`src/rtl/cdb_arbiter_pkg.sv`:
```
// Shared definitions for the common data bus arbiter: source encodings and payload sizing.
package cdb_arbiter_pkg;

    localparam int ROB_POS_WID = 4;

    localparam logic [1:0] CDB_SRC_ALU = 2'd0;
    localparam logic [1:0] CDB_SRC_LSB = 2'd1;
    localparam logic [1:0] CDB_SRC_MUL = 2'd2;

    // Payload layout, MSB first: {rob_pos, val, jump, pc}
    function automatic int payload_w(input int rob_w);
        return rob_w + 32 + 1 + 32;
    endfunction

    localparam int CDB_PAYLOAD_W = payload_w(ROB_POS_WID);

    function automatic logic [1:0] rr_next(input logic [1:0] src);
        return (src == CDB_SRC_MUL) ? CDB_SRC_ALU : src + 2'd1;
    endfunction

endpackage

```
`src/rtl/cdb_arbiter_fifo.sv`:
```
// Small skid FIFO holding completed results until the CDB arbiter grants them.
module cdb_fifo #(
    parameter int WIDTH = 69,
    parameter int DEPTH = 2
) (
    input  logic             clk,
    input  logic             rst,
    input  logic             rdy,
    input  logic             flush,
    input  logic             enq,
    input  logic             deq,
    input  logic [WIDTH-1:0] din,
    output logic [WIDTH-1:0] dout,
    output logic             empty,
    output logic             full
);
    localparam int PTR_W = $clog2(DEPTH);
    localparam int CNT_W = PTR_W + 1;

    logic [WIDTH-1:0] mem [DEPTH];
    logic [PTR_W-1:0] head;
    logic [PTR_W-1:0] tail;
    logic [CNT_W-1:0] count;

    always_ff @(posedge clk) begin
        if (rst) begin
            head  <= '0;
            tail  <= '0;
            count <= '0;
        end else if (rdy) begin
            if (flush) begin
                head  <= '0;
                tail  <= '0;
                count <= '0;
            end else begin
                if (enq) tail <= tail + 1'b1;
                if (deq) head <= head + 1'b1;
                unique case ({enq, deq})
                    2'b10:   count <= count + 1'b1;
                    2'b01:   count <= count - 1'b1;
                    default: count <= count;
                endcase
            end
        end
    end

    // Storage carries no reset; validity is tracked solely by count.
    always_ff @(posedge clk) begin
        if (rdy && !rst && !flush && enq) mem[tail] <= din;
    end

    assign dout  = mem[head];
    assign empty = (count == '0);
    assign full  = (count == CNT_W'(DEPTH));

endmodule

```
`src/rtl/cdb_arbiter.sv`:
```
// Round-robin arbiter sharing the single result broadcast bus between ALU, LSB and MUL.
module cdb_arbiter
    import cdb_arbiter_pkg::*;
#(
    parameter int ROB_POS_W  = ROB_POS_WID,
    parameter int FIFO_DEPTH = 2
) (
    input  logic                 clk,
    input  logic                 rst,
    input  logic                 rdy,
    input  logic                 rollback,
    input  logic                 alu_valid,
    output logic                 alu_ready,
    input  logic [ROB_POS_W-1:0] alu_rob_pos,
    input  logic [31:0]          alu_val,
    input  logic                 alu_jump,
    input  logic [31:0]          alu_pc,
    input  logic                 lsb_valid,
    output logic                 lsb_ready,
    input  logic [ROB_POS_W-1:0] lsb_rob_pos,
    input  logic [31:0]          lsb_val,
    input  logic                 mul_valid,
    output logic                 mul_ready,
    input  logic [ROB_POS_W-1:0] mul_rob_pos,
    input  logic [31:0]          mul_val,
    output logic                 cdb_valid,
    output logic [1:0]           cdb_src,
    output logic [ROB_POS_W-1:0] cdb_rob_pos,
    output logic [31:0]          cdb_val,
    output logic                 cdb_jump,
    output logic [31:0]          cdb_pc
);
    localparam int PW = payload_w(ROB_POS_W);

    logic [PW-1:0] din  [3];
    logic [PW-1:0] head [3];
    logic [2:0]    empty;
    logic [2:0]    full;
    logic [2:0]    enq;
    logic [2:0]    deq;

    logic [1:0]    last_grant;
    logic [1:0]    winner;
    logic [1:0]    idx;
    logic          grant;
    logic [PW-1:0] head_sel;

    assign din[0] = {alu_rob_pos, alu_val, alu_jump, alu_pc};
    assign din[1] = {lsb_rob_pos, lsb_val, 1'b0, 32'd0};
    assign din[2] = {mul_rob_pos, mul_val, 1'b0, 32'd0};

    assign alu_ready = !full[0];
    assign lsb_ready = !full[1];
    assign mul_ready = !full[2];

    assign enq[0] = alu_valid && alu_ready && !rollback;
    assign enq[1] = lsb_valid && lsb_ready && !rollback;
    assign enq[2] = mul_valid && mul_ready && !rollback;

    for (genvar i = 0; i < 3; i++) begin : g_fifo
        cdb_fifo #(
            .WIDTH (PW),
            .DEPTH (FIFO_DEPTH)
        ) u_fifo (
            .clk   (clk),
            .rst   (rst),
            .rdy   (rdy),
            .flush (rollback),
            .enq   (enq[i]),
            .deq   (deq[i]),
            .din   (din[i]),
            .dout  (head[i]),
            .empty (empty[i]),
            .full  (full[i])
        );
    end

    // Scan the FIFO heads starting one past the previous winner.
    always_comb begin
        grant  = 1'b0;
        winner = CDB_SRC_ALU;
        idx    = rr_next(last_grant);
        for (int k = 0; k < 3; k++) begin
            if (!grant && !empty[idx]) begin
                grant  = 1'b1;
                winner = idx;
            end
            idx = rr_next(idx);
        end
    end

    always_comb begin
        head_sel = head[0];
        if (winner == CDB_SRC_LSB) head_sel = head[1];
        if (winner == CDB_SRC_MUL) head_sel = head[2];
    end

    assign deq = grant ? (3'b001 << winner) : 3'b000;

    always_ff @(posedge clk) begin
        if (rst) begin
            cdb_valid   <= 1'b0;
            cdb_src     <= CDB_SRC_ALU;
            cdb_rob_pos <= '0;
            cdb_val     <= '0;
            cdb_jump    <= 1'b0;
            cdb_pc      <= '0;
            last_grant  <= CDB_SRC_MUL;
        end else if (rdy) begin
            if (rollback) begin
                cdb_valid  <= 1'b0;
                last_grant <= CDB_SRC_MUL;
            end else if (grant) begin
                cdb_valid <= 1'b1;
                cdb_src   <= winner;
                {cdb_rob_pos, cdb_val, cdb_jump, cdb_pc} <= head_sel;
                last_grant <= winner;
            end else begin
                cdb_valid <= 1'b0;
            end
        end
    end

endmodule

```
`config.mk`:
```
export PLATFORM = sky130hd
export DESIGN_NAME = cdb_arbiter
export DESIGN_NICKNAME = d
export VERILOG_FILES = /design/src/rtl/cdb_arbiter_pkg.sv /design/src/rtl/cdb_arbiter_fifo.sv /design/src/rtl/cdb_arbiter.sv
export SDC_FILE = /design/constraint.sdc
export NUM_CORES = 1
export LEC_CHECK = 0
export BUFFER_PORTS_ARGS = -buffer_cell sky130_fd_sc_hd__clkbuf_2
export CORE_AREA = 2 2 180 138
export DETAILED_ROUTE_END_ITERATION = 10
export DIE_AREA = 0 0 182 140
export GPL_ROUTABILITY_DRIVEN = 0
export HOLD_SLACK_MARGIN = 0.08
export PLACE_DENSITY = 0.83
export RECOVER_POWER = 50
export SLEW_MARGIN = 20
export SYNTH_ARGS = -nofsm -noshare
export SYNTH_HDL_FRONTEND = slang
export SYNTH_SLANG_ARGS = --single-unit
```
`constraint.sdc`:
```
create_clock -name clk -period 6.3 [get_ports clk]
set_input_delay 0.315 -clock clk [delete_from_list [all_inputs] [get_ports clk]]
set_output_delay 0.315 -clock clk [all_outputs]
set_load 0.02 [all_outputs]
```
==> flow_metrics.py, run 1 <==
metrics = {
    "outcome": {
        "outcome": "complete, no violations",
    },
    "worst_setup_path": {
        "worst_path_required_ns": 6.43,
        "crit_path_buffers_inverters": 2,
        "cell_chain_critical_path": "clkbuf_1, nand2b_1, nor2_1, nand3_1, nor2_4, buf_4",
        "slowest_stage": "buf_4",
        "worst_r2r_startpoint": "g_fifo[2].u_fifo.count[1]$_SDFFE_PP0P_",
        "r2r-end": "cdb_val[18]$_SDFFE_PP0P_",
        "path_class": "input port to flip-flop",
        "crit_end_category": "flip-flop",
        "worstPathArrival_ns": 3.10,
        "biggest_fanout_along_the_worst_timing_path": 49,
        "cpPeakStageDelay_ns": 0.69,
        "worst-r2r-setup-slack_ns": 3.72,
        "reg2reg_depth": 6,
        "setup.worst_path.start_class": "input port",
        "family_of_cells_with_the_greatest_summed_delay_on_the_critical_path": "simple AND/OR/NAND/NOR gates",
    },
    "power": {
        "cell_internal_pwr_w": 0.003992,
        "ir_worst_vdd_mv": 0.2332,
        "leakagePower_nw": 5.810,
        "sequentialPowerShare": 0.529,
        "power.clock.fraction": 0.396,
        "cellPowerDensity_mw_per_mm2": 287.3,
        "combinationalPowerShare": 0.075,
        "switching_share": 0.2184,
        "net-switching-power_w": 0.001115,
    },
    "global_route": {
        "pin_count_of_the_biggest_net_entering_global_routing": 53,
        "grt_use_total": 0.2685,
        "global_route.overflow_total": 0,
        "first_pass_grt_wire_length_um": 52180,
        "number_of_antenna_violations_at_the_first_check_in_global_routing": 1,
        "first_global_vias": 9348,
    },
    "logic_synthesis": {
        "yosys_warnings": 0,
        "largest_family_of_logic_cells_by_synthesized_area": "multiplexers",
        "avgSynthCellArea_um2": 15.71,
        "synth_xor_xnor_area_share": 0.003129,
        "ys_ff_latch": 371,
        "synthFlopType": "edfxtp_1",
        "ys_types": 53,
        "synth.yosys.seq_area_share": 0.7323,
        "synth_adder_area_share": 0,
        "synthesis.nets": 1039,
        "synth_area_mm2": 0.01400,
        "post_synth_arst_share": 0,
        "yosys-mux-area-fraction": 0.1176,
        "synth_simple_gate_area_share": 0.04372,
        "number_of_synthesized_flops_with_an_enable_pin": 282,
        "synth_compound_gate_area_share": 0.08403,
        "netlist_instances": 891,
    },
    "die": {
        "die_area_mm2": 0.02548,
        "initial_core_util": 0.5914,
        "die-width_um": 182,
        "io_pins": 223,
        "die-height_um": 140,
        "design.core.area_mm2": 0.02367,
        "number_of_standard_cell_rows_in_the_floorplan": 49,
    },
    "route": {
        "drt_wl_total_um": 34720,
        "detail_route.first_pass.iterations": 6,
        "avgViaCountPerCell": 5.788,
        "vias": 9192,
        "detail_route.iter0.violations": 952,
        "drcViolationCount": 0,
        "antenna_violating_nets_post_route": 0,
        "wl_per_cell_um": 21.86,
    },
    "sta": {
        "max_slew.worst_pin.slew_ns": 1.313,
        "final-hold-violation-count": 0,
        "slew_viol_final": 0,
        "setup_viol_count_final": 0,
        "fin_skew_ns": 0.01421,
        "finalWorstPathRequiredPeriod_ns": 2.962,
        "rsz0062_at_grt": "false",
        "fin_crit_sh": 0.4702,
        "tns_ns": 0,
        "fin_worst_hold_slack_ns": 0.1759,
        "fmax_mhz": 337.6,
        "timing.slew.headroom": 0.1217,
    },
    "min_path": {
        "hold_path_start": "lsb_valid",
        "worst_hold_path.num_cells": 3,
        "hold_path.class": "input port to flip-flop",
        "timing.hold.worst_endpoint": "g_fifo[1].u_fifo.count[1]$_SDFFE_PP0P_",
    },
    "placed_design": {
        "dpl-instance-area_mm2": 0.01544,
        "buffer_ports.inserted": 222,
        "cell_count_after_placement": 1380,
        "detailedPlacementHpwl_um": 20210,
    },
    "final_layout": {
        "flow.area_growth_from_synthesis_pct": 27.00,
        "fillCellCount": 1504,
        "filler_free_cell_count_of_the_finished_design": 1588,
        "most_common_cell_after_layout_fill_and_taps_aside": "edfxtp_1",
        "final_nets": 1403,
        "drive_gt1_frac": 0.1647,
        "finalInstanceArea_mm2": 0.01777,
        "top_library_cells_by_usage_in_the_layout_fill_and_taps_aside": "edfxtp_1 (282), clkbuf_1 (192), dlygate4sd3_1 (141)",
    },
    "clock_network": {
        "clk_latency_ns": 0.51,
        "root_buffer": "clkbuf_16",
        "cts_sinks": 371,
        "tritoncts.num_buffers": 36,
        "clk_pin_slew_ns": 0.06,
        "tritoncts": "yes",
        "cts_post_setup_buffers_inserted": 0,
        "h-tree-depth": 2,
        "cts_repair_resize_count": 0,
        "clock_tree.buffer_depth": 3,
    },
    "flow_run": {
        "max_cap_violations": 0,
    },
}
## state kept, by name, summed over array words and instances (netlist names), named ones only
register,cells
last_grant,2
g_fifo.u_fifo.head,3
cdb_jump,1
cdb_src,2
g_fifo.u_fifo.count,6
g_fifo.u_fifo.mem,282
g_fifo.u_fifo.tail,3
cdb_val,32
cdb_rob_pos,4
cdb_pc,32
cdb_valid,1
## timing repair
item / 4_1_cts / 5_1_grt
endpoints found under the hold margin: 282 / 0
endpoints found under the setup margin: 0 / 0
hold buffers: 141 / 0
## worst max path at each step
stage,start,to,slack (ns),cells past startpoint
floorplan,rst,g_fifo[0].u_fifo.mem[0][0]$_DFFE_PP_,2.03,4
global placement,rst,g_fifo[0].u_fifo.mem[0][52]$_DFFE_PP_,3.22,6
detailed placement,rdy,cdb_val[16]$_SDFFE_PP0P_,3.02,6
CTS,rdy,cdb_val[16]$_SDFFE_PP0P_,3.51,6
global route,rdy,g_fifo[0].u_fifo.mem[0][19]$_DFFE_PP_,3.06,6
finish,rdy,g_fifo[0].u_fifo.mem[1][59]$_DFFE_PP_,3.34,6
## final cells by class
class                   count  area, um^2  share of cell area
flip-flops and latches    371       10260              0.5772
well taps                 306       382.9             0.02154
multi-input cells         465        3547              0.1996
inverters                   5       18.77            0.001056
repair buffers            376        2467              0.1388
diodes                      1       2.502           0.0001408
clock inverters            10       47.55            0.002675
clock buffers              54        1050             0.05906
## power by group through the flow
stage / registers [W] / clock network (W) / logic (W)
6_report: 0.00270 / 0.00202 / 0.000382
5_1_grt: 0.00270 / 0.00215 / 0.000407
4_1_cts: 0.00270 / 0.00203 / 0.000384
3_5_place_dp: 0.00275 / 0 / 0.000310
3_3_place_gp: 0.00276 / 0 / 0.000288
2_1_floorplan: 0.00276 / 0 / 0.000168
## tightest hold or removal path: stages
cell and delay [ns]:
clkbuf_2 0.13, nand4b_1 0.10, o211ai_1 0.08
## Yosys cell counts (3+ instances only)
library cell    n  share of area
edfxtp_1      282           0.61
dfxtp_1        89           0.13
mux2_2         84          0.068
mux2i_1        70          0.050
o21ai_0        62          0.022
nor2_1         56          0.015
nand2_1        47          0.013
clkbuf_1       28         0.0075
a311oi_1       24          0.015
a21oi_1        23         0.0082
a22oi_1        16         0.0086
a211o_1        12         0.0075
a22oi_2        10         0.0089
buf_2           9         0.0032
nand3_1         8         0.0029
nand2b_1        7         0.0031
buf_1           5         0.0013
buf_6           4         0.0032
inv_1           4         0.0011
nand4b_1        3         0.0019
o21a_1          3         0.0016
xor2_1          3         0.0019
## cells by family after synthesis
family	Yosys count
simple gates	137
mux	154
xor+xnor	5
compound gates	169
buf+inv	55
flops	371
## layer usage
metal / routed length (um) / vias to the layer above / part of all wire / track usage
met1: 14080 / 4454 / 0.41 / 0.3575
met4: 1175 / 0 / 0.034 / 0.1061
li1: - / 4155 / - / -
met5: 0 / - / 0 / 0
met3: 2896 / 97 / 0.083 / 0.05902
met2: 16570 / 486 / 0.48 / 0.4363
## per-stage QoR
step | utilization | setup slack, ns | power, W
2_1_floorplan | - | 2.034 | 0.002930
4_1_cts | 0.7586 | 3.510 | 0.005120
5_1_grt | 0.7511 | 3.064 | 0.005266
3_5_place_dp | 0.6526 | 3.025 | 0.003064
3_3_place_gp | 0.6498 | 3.223 | 0.003049
6_report | 0.7511 | 3.338 | 0.005107
Power figures use the tool's default switching activity.
==> run 2, diff against run 1 <==
--- a/config.mk
+++ b/config.mk
@@ -6,12 +6,12 @@
 export NUM_CORES = 1
 export LEC_CHECK = 0
 export BUFFER_PORTS_ARGS = -buffer_cell sky130_fd_sc_hd__clkbuf_2
-export CORE_AREA = 2 2 180 138
+export CORE_AREA = 2 2 195 149
 export DETAILED_ROUTE_END_ITERATION = 10
-export DIE_AREA = 0 0 182 140
+export DIE_AREA = 0 0 197 151
 export GPL_ROUTABILITY_DRIVEN = 0
 export HOLD_SLACK_MARGIN = 0.08
-export PLACE_DENSITY = 0.83
+export PLACE_DENSITY = 0.75
 export RECOVER_POWER = 50
 export SLEW_MARGIN = 20
 export SYNTH_ARGS = -nofsm -noshare
==> constraint.sdc (replaced) <==
create_clock -name clk -period 2.5 [get_ports clk]
set_input_delay 0.125 -clock clk [delete_from_list [all_inputs] [get_ports clk]]
set_output_delay 0.125 -clock clk [all_outputs]
set_load 0.02 [all_outputs]
==> run 2 against run 1 <==
Design area is 2.0% higher; clock skew up 0.0077 ns; largest power group unchanged; critical path type is now flip-flop to flip-flop; sequential power rose to 2.5 times the previous value; highest routed layer unchanged; die area grew 17%; utilization fell by 9.7 points; sequential share of layout area decreased by 1.1 points; largest cell class unchanged; flip-flop and latch count unchanged; total power grew to 2.6 times the previous value.
==> flow_metrics.py, run 2 (synthesis results as in run 1) <==
metrics = {
    "clock_network": {
        "h-tree-depth": 2,
        "cts_sinks": 371,
        "clock_tree.buffer_depth": 3,
        "cts_repair_resize_count": 0,
        "tritoncts.num_buffers": 37,
        "tritoncts": "yes",
        "hold_buf_count_cts": 145,
        "root_buffer": "clkbuf_16",
        "cts_post_setup_buffers_inserted": 0,
        "clk_pin_slew_ns": 0.06,
        "clk_latency_ns": 0.53,
    },
    "route": {
        "antenna_violating_nets_post_route": 0,
        "detail_route.iter0.violations": 593,
        "avgViaCountPerCell": 5.436,
        "detail_route.first_pass.iterations": 5,
        "vias": 9056,
        "wl_per_cell_um": 20.51,
        "drt_wl_total_um": 34170,
        "drcViolationCount": 0,
    },
    "final_layout": {
        "flow.area_growth_from_synthesis_pct": 29.50,
        "largest-register": "g_fifo.u_fifo.mem",
        "most_common_cell_after_layout_fill_and_taps_aside": "edfxtp_1",
        "top_library_cells_by_usage_in_the_layout_fill_and_taps_aside": "edfxtp_1 (282), clkbuf_1 (193), dlygate4sd3_1 (145)",
        "biggestRegsByFlops": "g_fifo.u_fifo.mem: 282 flops, cdb_pc: 32 flops, cdb_val: 32 flops",
        "drive_gt1_frac": 0.1798,
        "final_nets": 1426,
        "largest_reg_flops": 282,
    },
    "min_path": {
        "hold_path.class": "input port to flip-flop",
        "hold_path_start": "rdy",
        "worst_hold_path.num_cells": 2,
        "timing.hold.worst_endpoint": "g_fifo[1].u_fifo.count[0]$_SDFFE_PP0P_",
    },
    "sta": {
        "fin_crit_sh": 0.8476,
        "finalWorstPathRequiredPeriod_ns": 2.119,
        "max_slew.worst_pin.slew_ns": 0.9175,
        "timing.slew.headroom": 0.3861,
        "rsz0062_at_grt": "false",
        "slew_viol_final": 0,
        "final.setup.worst_slack_ns": 0.3811,
        "fmax_mhz": 471.9,
        "fin_worst_hold_slack_ns": 0.1552,
        "setup_viol_count_final": 0,
        "final-hold-violation-count": 0,
        "fin_skew_ns": 0.02190,
    },
    "global_route": {
        "met1_usage": 0.3138,
        "first_pass_grt_wire_length_um": 52470,
        "number_of_antenna_violations_at_the_first_check_in_global_routing": 1,
        "top_usage_layer": "met2",
        "first_global_vias": 9524,
        "groute.layer.met3.usage": 0.03785,
        "pin_count_of_the_biggest_net_entering_global_routing": 54,
        "globalRouteMet2Util": 0.3875,
        "grt_use_total": 0.2339,
        "global_route.overflow_total": 0,
    },
    "die": {
        "number_of_standard_cell_rows_in_the_floorplan": 53,
        "initial_core_util": 0.5049,
        "die_area_mm2": 0.02975,
        "die-height_um": 151,
        "io_pins": 223,
        "die-width_um": 197,
        "design.core.area_mm2": 0.02772,
    },
    "worst_setup_path": {
        "worst_path_required_ns": 2.90,
        "slowest_stage": "buf_4",
        "setup.worst_path.start_class": "flip-flop",
        "crit_path_buffers_inverters": 1,
        "path_class": "flip-flop to flip-flop",
        "timing.critical_path.depth": 5,
        "family_of_cells_with_the_greatest_summed_delay_on_the_critical_path": "compound AO/OA/AOI/OAI gates",
        "worst-r2r-setup-slack_ns": 0.38,
        "biggest_fanout_along_the_worst_timing_path": 24,
        "cell_chain_critical_path": "or2_1, a211oi_4, buf_4, a22oi_2, a311oi_1",
        "r2r-end": "cdb_val[6]$_SDFFE_PP0P_",
        "reg2reg_depth": 5,
        "worstPathArrival_ns": 2.52,
        "cpPeakStageDelay_ns": 0.43,
        "worst_r2r_startpoint": "g_fifo[1].u_fifo.count[0]$_SDFFE_PP0P_",
        "crit_end_category": "flip-flop",
    },
    "placed_design": {
        "place_worst_setup_slack_ns": 0.4299,
        "detailedPlacementHpwl_um": 21020,
        "buffer_ports.inserted": 222,
    },
    "power": {
        "cellPowerDensity_mw_per_mm2": 738.6,
        "ir_worst_vdd_mv": 0.6120,
        "leakagePower_nw": 5.981,
    },
    "outcome": {
        "outcome": "complete, no violations",
    },
    "flow_run": {
        "max_cap_violations": 0,
    },
}
## run 2: cell types whose count changed in the layout (fill, tap and decap cells not counted), moves of 2 or more
cell | previous run | this run
buf_4 | 8 | 26
bufinv_16 | 0 | 4
dlygate4sd3_1 | 141 | 145
clkbuf_8 | 6 | 3
buf_1 | 3 | 1
buf_12 | 3 | 5
buf_16 | 2 | 0
clkbuf_16 | 37 | 39
clkbuf_2 | 38 | 40
## run 2: power breakdown
group	switching [W]	internal [W]	total [W]
combinational	0.000540	0.000440	0.000980
sequential	0.0000661	0.00674	0.00680
clock	0.00224	0.00337	0.00561
total	0.00284	0.0105	0.0134
## run 2: layer usage
layer / vias up / part of all wire
met3: 82 / 0.059
met4: 0 / 0.032
met5: - / 0
li1: 4200 / -
met1: 4420 / 0.43
met2: 354 / 0.48
## run 2: layout make-up
type	count	area, um^2
Sequential cell	371	10260
Fill cell	2055	9594
Multi-Input combinational cell	465	3537
Timing Repair Buffer	398	2630
Clock buffer	54	1062
Tap cell	357	446.7
Clock inverter	14	168.9
Inverter	5	18.77
Antenna cell	2	5.005
## run 2: worst max path at each step
stage | end | startpoint | slack [ns]
6_report | cdb_val[6]$_SDFFE_PP0P_ | g_fifo[1].u_fifo.count[0]$_SDFFE_PP0P_ | 0.38
5_1_grt | cdb_val[6]$_SDFFE_PP0P_ | g_fifo[1].u_fifo.count[0]$_SDFFE_PP0P_ | 0.27
4_1_cts | cdb_val[31]$_SDFFE_PP0P_ | g_fifo[1].u_fifo.count[0]$_SDFFE_PP0P_ | 0.42
3_5_place_dp | cdb_val[17]$_SDFFE_PP0P_ | g_fifo[1].u_fifo.count[0]$_SDFFE_PP0P_ | 0.43
3_3_place_gp | cdb_val[20]$_SDFFE_PP0P_ | g_fifo[1].u_fifo.count[0]$_SDFFE_PP0P_ | 0.58
2_1_floorplan | g_fifo[0].u_fifo.mem[0][0]$_DFFE_PP_ | g_fifo[0].u_fifo.count[0]$_SDFFE_PP0P_ | -0.59
## run 2: metrics by stage
stage | instances | area [um^2] | total power, W | setup TNS (ns) | util
floorplan | 891 | 14010 | 0.007382 | -81.57 | -
detailed placement | 1451 | 15670 | 0.007749 | 0 | 0.5653
global route | 1665 | 18120 | 0.01384 | 0 | 0.6538
finish | 1666 | 18120 | 0.01339 | 0 | 0.6539
global placement | 1451 | 15670 | 0.007723 | 0 | 0.5653
CTS | 1664 | 18350 | 0.01350 | 0 | 0.6620
==> run 3, diff against run 2 <==
--- a/config.mk
+++ b/config.mk
@@ -5,10 +5,11 @@
 export SDC_FILE = /design/constraint.sdc
 export NUM_CORES = 1
 export LEC_CHECK = 0
+export ABC_AREA = 1
 export BUFFER_PORTS_ARGS = -buffer_cell sky130_fd_sc_hd__clkbuf_2
-export CORE_AREA = 2 2 195 149
+export CORE_AREA = 2 2 198 152
 export DETAILED_ROUTE_END_ITERATION = 10
-export DIE_AREA = 0 0 197 151
+export DIE_AREA = 0 0 200 154
 export GPL_ROUTABILITY_DRIVEN = 0
 export HOLD_SLACK_MARGIN = 0.08
 export PLACE_DENSITY = 0.75
==> constraint.sdc (replaced) <==
create_clock -name clk -period 1.75 [get_ports clk]
set_input_delay 0.0875 -clock clk [delete_from_list [all_inputs] [get_ports clk]]
set_output_delay 0.0875 -clock clk [all_outputs]
set_load 0.02 [all_outputs]
==> run 3 against run 2 <==
The flow now finishes with violations (negative setup slack); utilization grew 5.0 points; combinational power rose to 6.7 times the previous value; hold slack gained 0.014 ns; via count grew 18%; area after synthesis rose by 3.9%; critical path type unchanged; flip-flop and latch count unchanged; critical endpoint is now cdb_val[17]$_SDFFE_PP0P_; largest power group unchanged; register-to-register slack got worse by 0.57 ns; sequential share of layout area decreased by 5.8 points; non-clock buffer count is 84 higher; global-route usage grew 1.4 points; clock skew decreased by 0.0043 ns.
==> flow_metrics.py, run 3 <==
metrics = {
    "outcome": {
        "outcome": "finished with violations",
        "failed_checks": "negative setup slack",
    },
    "power": {
        "leakagePower_nw": 7.214,
        "ir_worst_vdd_mv": 1.101,
        "cellPowerDensity_mw_per_mm2": 1208,
    },
    "global_route": {
        "met1_usage": 0.3387,
        "grt_use_total": 0.2475,
        "groute.layer.met3.usage": 0.04628,
        "globalRouteMet2Util": 0.3991,
        "first_global_vias": 10600,
        "number_of_antenna_violations_at_the_first_check_in_global_routing": 2,
        "first_pass_grt_wire_length_um": 58390,
        "pin_count_of_the_biggest_net_entering_global_routing": 48,
        "global_route.overflow_total": 0,
        "top_usage_layer": "met2",
    },
    "final_layout": {
        "filler_free_cell_count_of_the_finished_design": 1962,
        "top_library_cells_by_usage_in_the_layout_fill_and_taps_aside": "edfxtp_1 (282), nand2_1 (159), dlygate4sd3_1 (145)",
        "biggestRegsByFlops": "g_fifo.u_fifo.mem: 282 flops, cdb_pc: 32 flops, cdb_val: 32 flops",
        "flow.area_growth_from_synthesis_pct": 38.99,
        "most_common_cell_after_layout_fill_and_taps_aside": "edfxtp_1",
        "largest-register": "g_fifo.u_fifo.mem",
        "drive_gt1_frac": 0.2830,
        "largest_reg_flops": 282,
        "utilization": 0.7037,
        "final_nets": 1689,
    },
    "logic_synthesis": {
        "number_of_synthesized_flops_with_an_enable_pin": 282,
        "yosys_warnings": 0,
        "ys_ff_latch": 371,
        "synth_top_area_cell": "edfxtp_1",
        "synth.yosys.seq_area_share": 0.7050,
        "avgSynthCellArea_um2": 13.39,
        "synth_most_common_cell": "edfxtp_1",
        "netlist_instances": 1086,
        "ys_types": 38,
        "synth_largest_type_area_fraction": 0.5824,
        "synthFlopType": "edfxtp_1",
        "synth_area_mm2": 0.01454,
        "ys_top_cells_by_area": "edfxtp_1 (58%), dfxtp_1 (12%), nand2_1 (4.6%)",
        "netlist_top_cells_count": "edfxtp_1 (282), nand2_1 (178), dfxtp_1 (89), a21oi_1 (69)",
        "post_synth_arst_share": 0,
        "synthesis.nets": 1234,
    },
    "worst_setup_path": {
        "cell_chain_critical_path": "inv_4, nor2_4, nand2_2, nand3_4, nand4_1, nand2_2, buf_8, buf_16, o211ai_1, a31oi_1",
        "cpPeakStageDelay_ns": 0.39,
        "worst_r2r_startpoint": "last_grant[0]$_SDFFE_PP0P_",
        "worst_path_required_ns": 2.19,
        "reg2reg_depth": 10,
        "crit_end_category": "flip-flop",
        "slowest_stage": "dfxtp_4",
        "startpoint": "last_grant[0]$_SDFFE_PP0P_",
        "critical-path-top-cell-by-count": "nand2_2",
        "path_class": "flip-flop to flip-flop",
        "worstPathArrival_ns": 2.38,
        "setup.worst_path.start_class": "flip-flop",
        "biggest_fanout_along_the_worst_timing_path": 10,
    },
    "flow_run": {
        "max_cap_violations": 0,
    },
    "sta": {
        "max_slew.worst_pin.slew_ns": 0.5768,
        "fin_crit_sh": 1.109,
        "final.setup.worst_slack_ns": -0.1907,
        "fmax_mhz": 515.3,
        "final-hold-violation-count": 0,
        "slew_viol_final": 0,
        "fin_skew_ns": 0.01758,
        "setup_viol_count_final": 80,
        "timing.slew.headroom": 0.6155,
        "finalWorstPathRequiredPeriod_ns": 1.941,
        "rsz0062_at_grt": "true",
    },
    "route": {
        "wl_per_cell_um": 20.81,
        "vias": 10650,
        "drcViolationCount": 0,
        "antenna_violating_nets_post_route": 0,
        "avgViaCountPerCell": 5.428,
        "drt_wl_total_um": 40820,
        "detail_route.iter0.violations": 893,
        "detail_route.first_pass.iterations": 5,
    },
    "clock_network": {
        "tritoncts.num_buffers": 37,
        "clk_latency_ns": 0.54,
        "clock_tree.buffer_depth": 3,
        "tritoncts": "yes",
        "h-tree-depth": 2,
        "clk_pin_slew_ns": 0.07,
        "cts_sinks": 371,
        "root_buffer": "clkbuf_16",
    },
    "die": {
        "initial_core_util": 0.5063,
        "number_of_standard_cell_rows_in_the_floorplan": 54,
        "io_pins": 223,
        "design.core.area_mm2": 0.02872,
        "die_area_mm2": 0.03080,
        "die-height_um": 154,
        "die-width_um": 200,
    },
    "min_path": {
        "hold_path.class": "input port to flip-flop",
        "worst_hold_path.num_cells": 6,
        "hold_path_start": "mul_valid",
    },
    "placed_design": {
        "detailedPlacementHpwl_um": 23460,
        "buffer_ports.inserted": 222,
        "cell_count_after_placement": 1708,
    },
}
run 3: cell count changes after synthesis, moves of 22 or more:
cell / delta
a21oi_1: +46
a21oi_2: +25
a311oi_1: -24
inv_1: +49
mux2_2: -60
mux2i_1: -22
nand2_1: +131
nor2_1: -28
o2111ai_2: +30
run 3: what timing repair did:
item / CTS / global route
cloned: 4 / 16
hold endpoints to repair: 292 / 0
hold buffers: 145 / 0
pin swaps: 8 / 17
endpoints found under the setup margin: 80 / 190
gates resized for setup: 44 / 91
buffers inserted: 9 / 13
run 3: metrics by stage:
step           power, W  hold WS (ns)  TNS (ns)  worst slack, ns  cell area (um^2)
4_1_cts         0.02376        0.1103    -1.669         -0.08847             19660
6_report        0.02441        0.1694    -5.580          -0.1907             20210
3_5_place_dp    0.01538        0.2796    -7.001          -0.1902             16760
5_1_grt         0.02532        0.1793    -13.84          -0.2335             20210
2_1_floorplan   0.01343        0.1864    -66.81          -0.4700             14660
3_3_place_gp    0.01525        0.2763    -2.001          -0.1242             16760
run 3: cells by family after synthesis:
logic type,count (synthesis),share of synthesized area
AOI/OAI and AO/OA,241,0.1170
xor gates and xnor gates,7,0.004217
buffers and inverters,125,0.03993
DFF,371,0.7050
muxes,72,0.05164
and+or+nand+nor,270,0.08219
run 3: worst paths after layout:
kind	to	slack (ns)
worst max-delay path	cdb_val[17]$_SDFFE_PP0P_	-0.19
worst min-delay path	g_fifo[2].u_fifo.tail$_SDFFE_PP0P_	0.17
worst max register to register	cdb_val[17]$_SDFFE_PP0P_	-0.19
worst min register to register	cdb_pc[0]$_SDFFE_PP0P_	0.47
run 3: routing by layer:
layer  routed length, um  part of all wire
met1               17210              0.42
met2               19510              0.48
met3                3096             0.076
met4                 999             0.024
met5                  14           0.00034
run 3: area by class of cell:
| class | count | area, um^2 |
|---|---|---|
| multi-input combinational | 590 | 4019 |
| clock inverter | 15 | 166.4 |
| fill | 1920 | 8507 |
| antenna | 1 | 2.502 |
| timing repair buffer | 482 | 4015 |
| inverter | 59 | 244.0 |
| clock buffer | 52 | 1002 |
| tap | 392 | 490.5 |
| sequential | 371 | 10270 |
run 3: where the power goes:
| part | internal [W] | switching [W] | total, W |
|---|---|---|---|
| combinational | 0.00284 | 0.00369 | 0.00653 |
| sequential | 0.00987 | 0.000274 | 0.0101 |
| clock | 0.00436 | 0.00339 | 0.00774 |
| total | 0.0171 | 0.00735 | 0.0244 |
run 3: worst max-delay path, delay by kind of cell (launching register included):
kind            cells  cell delay, ns
compound gates      2            0.39
flops               1            0.39
simple gates        5            0.68
buf+inv             3            0.39
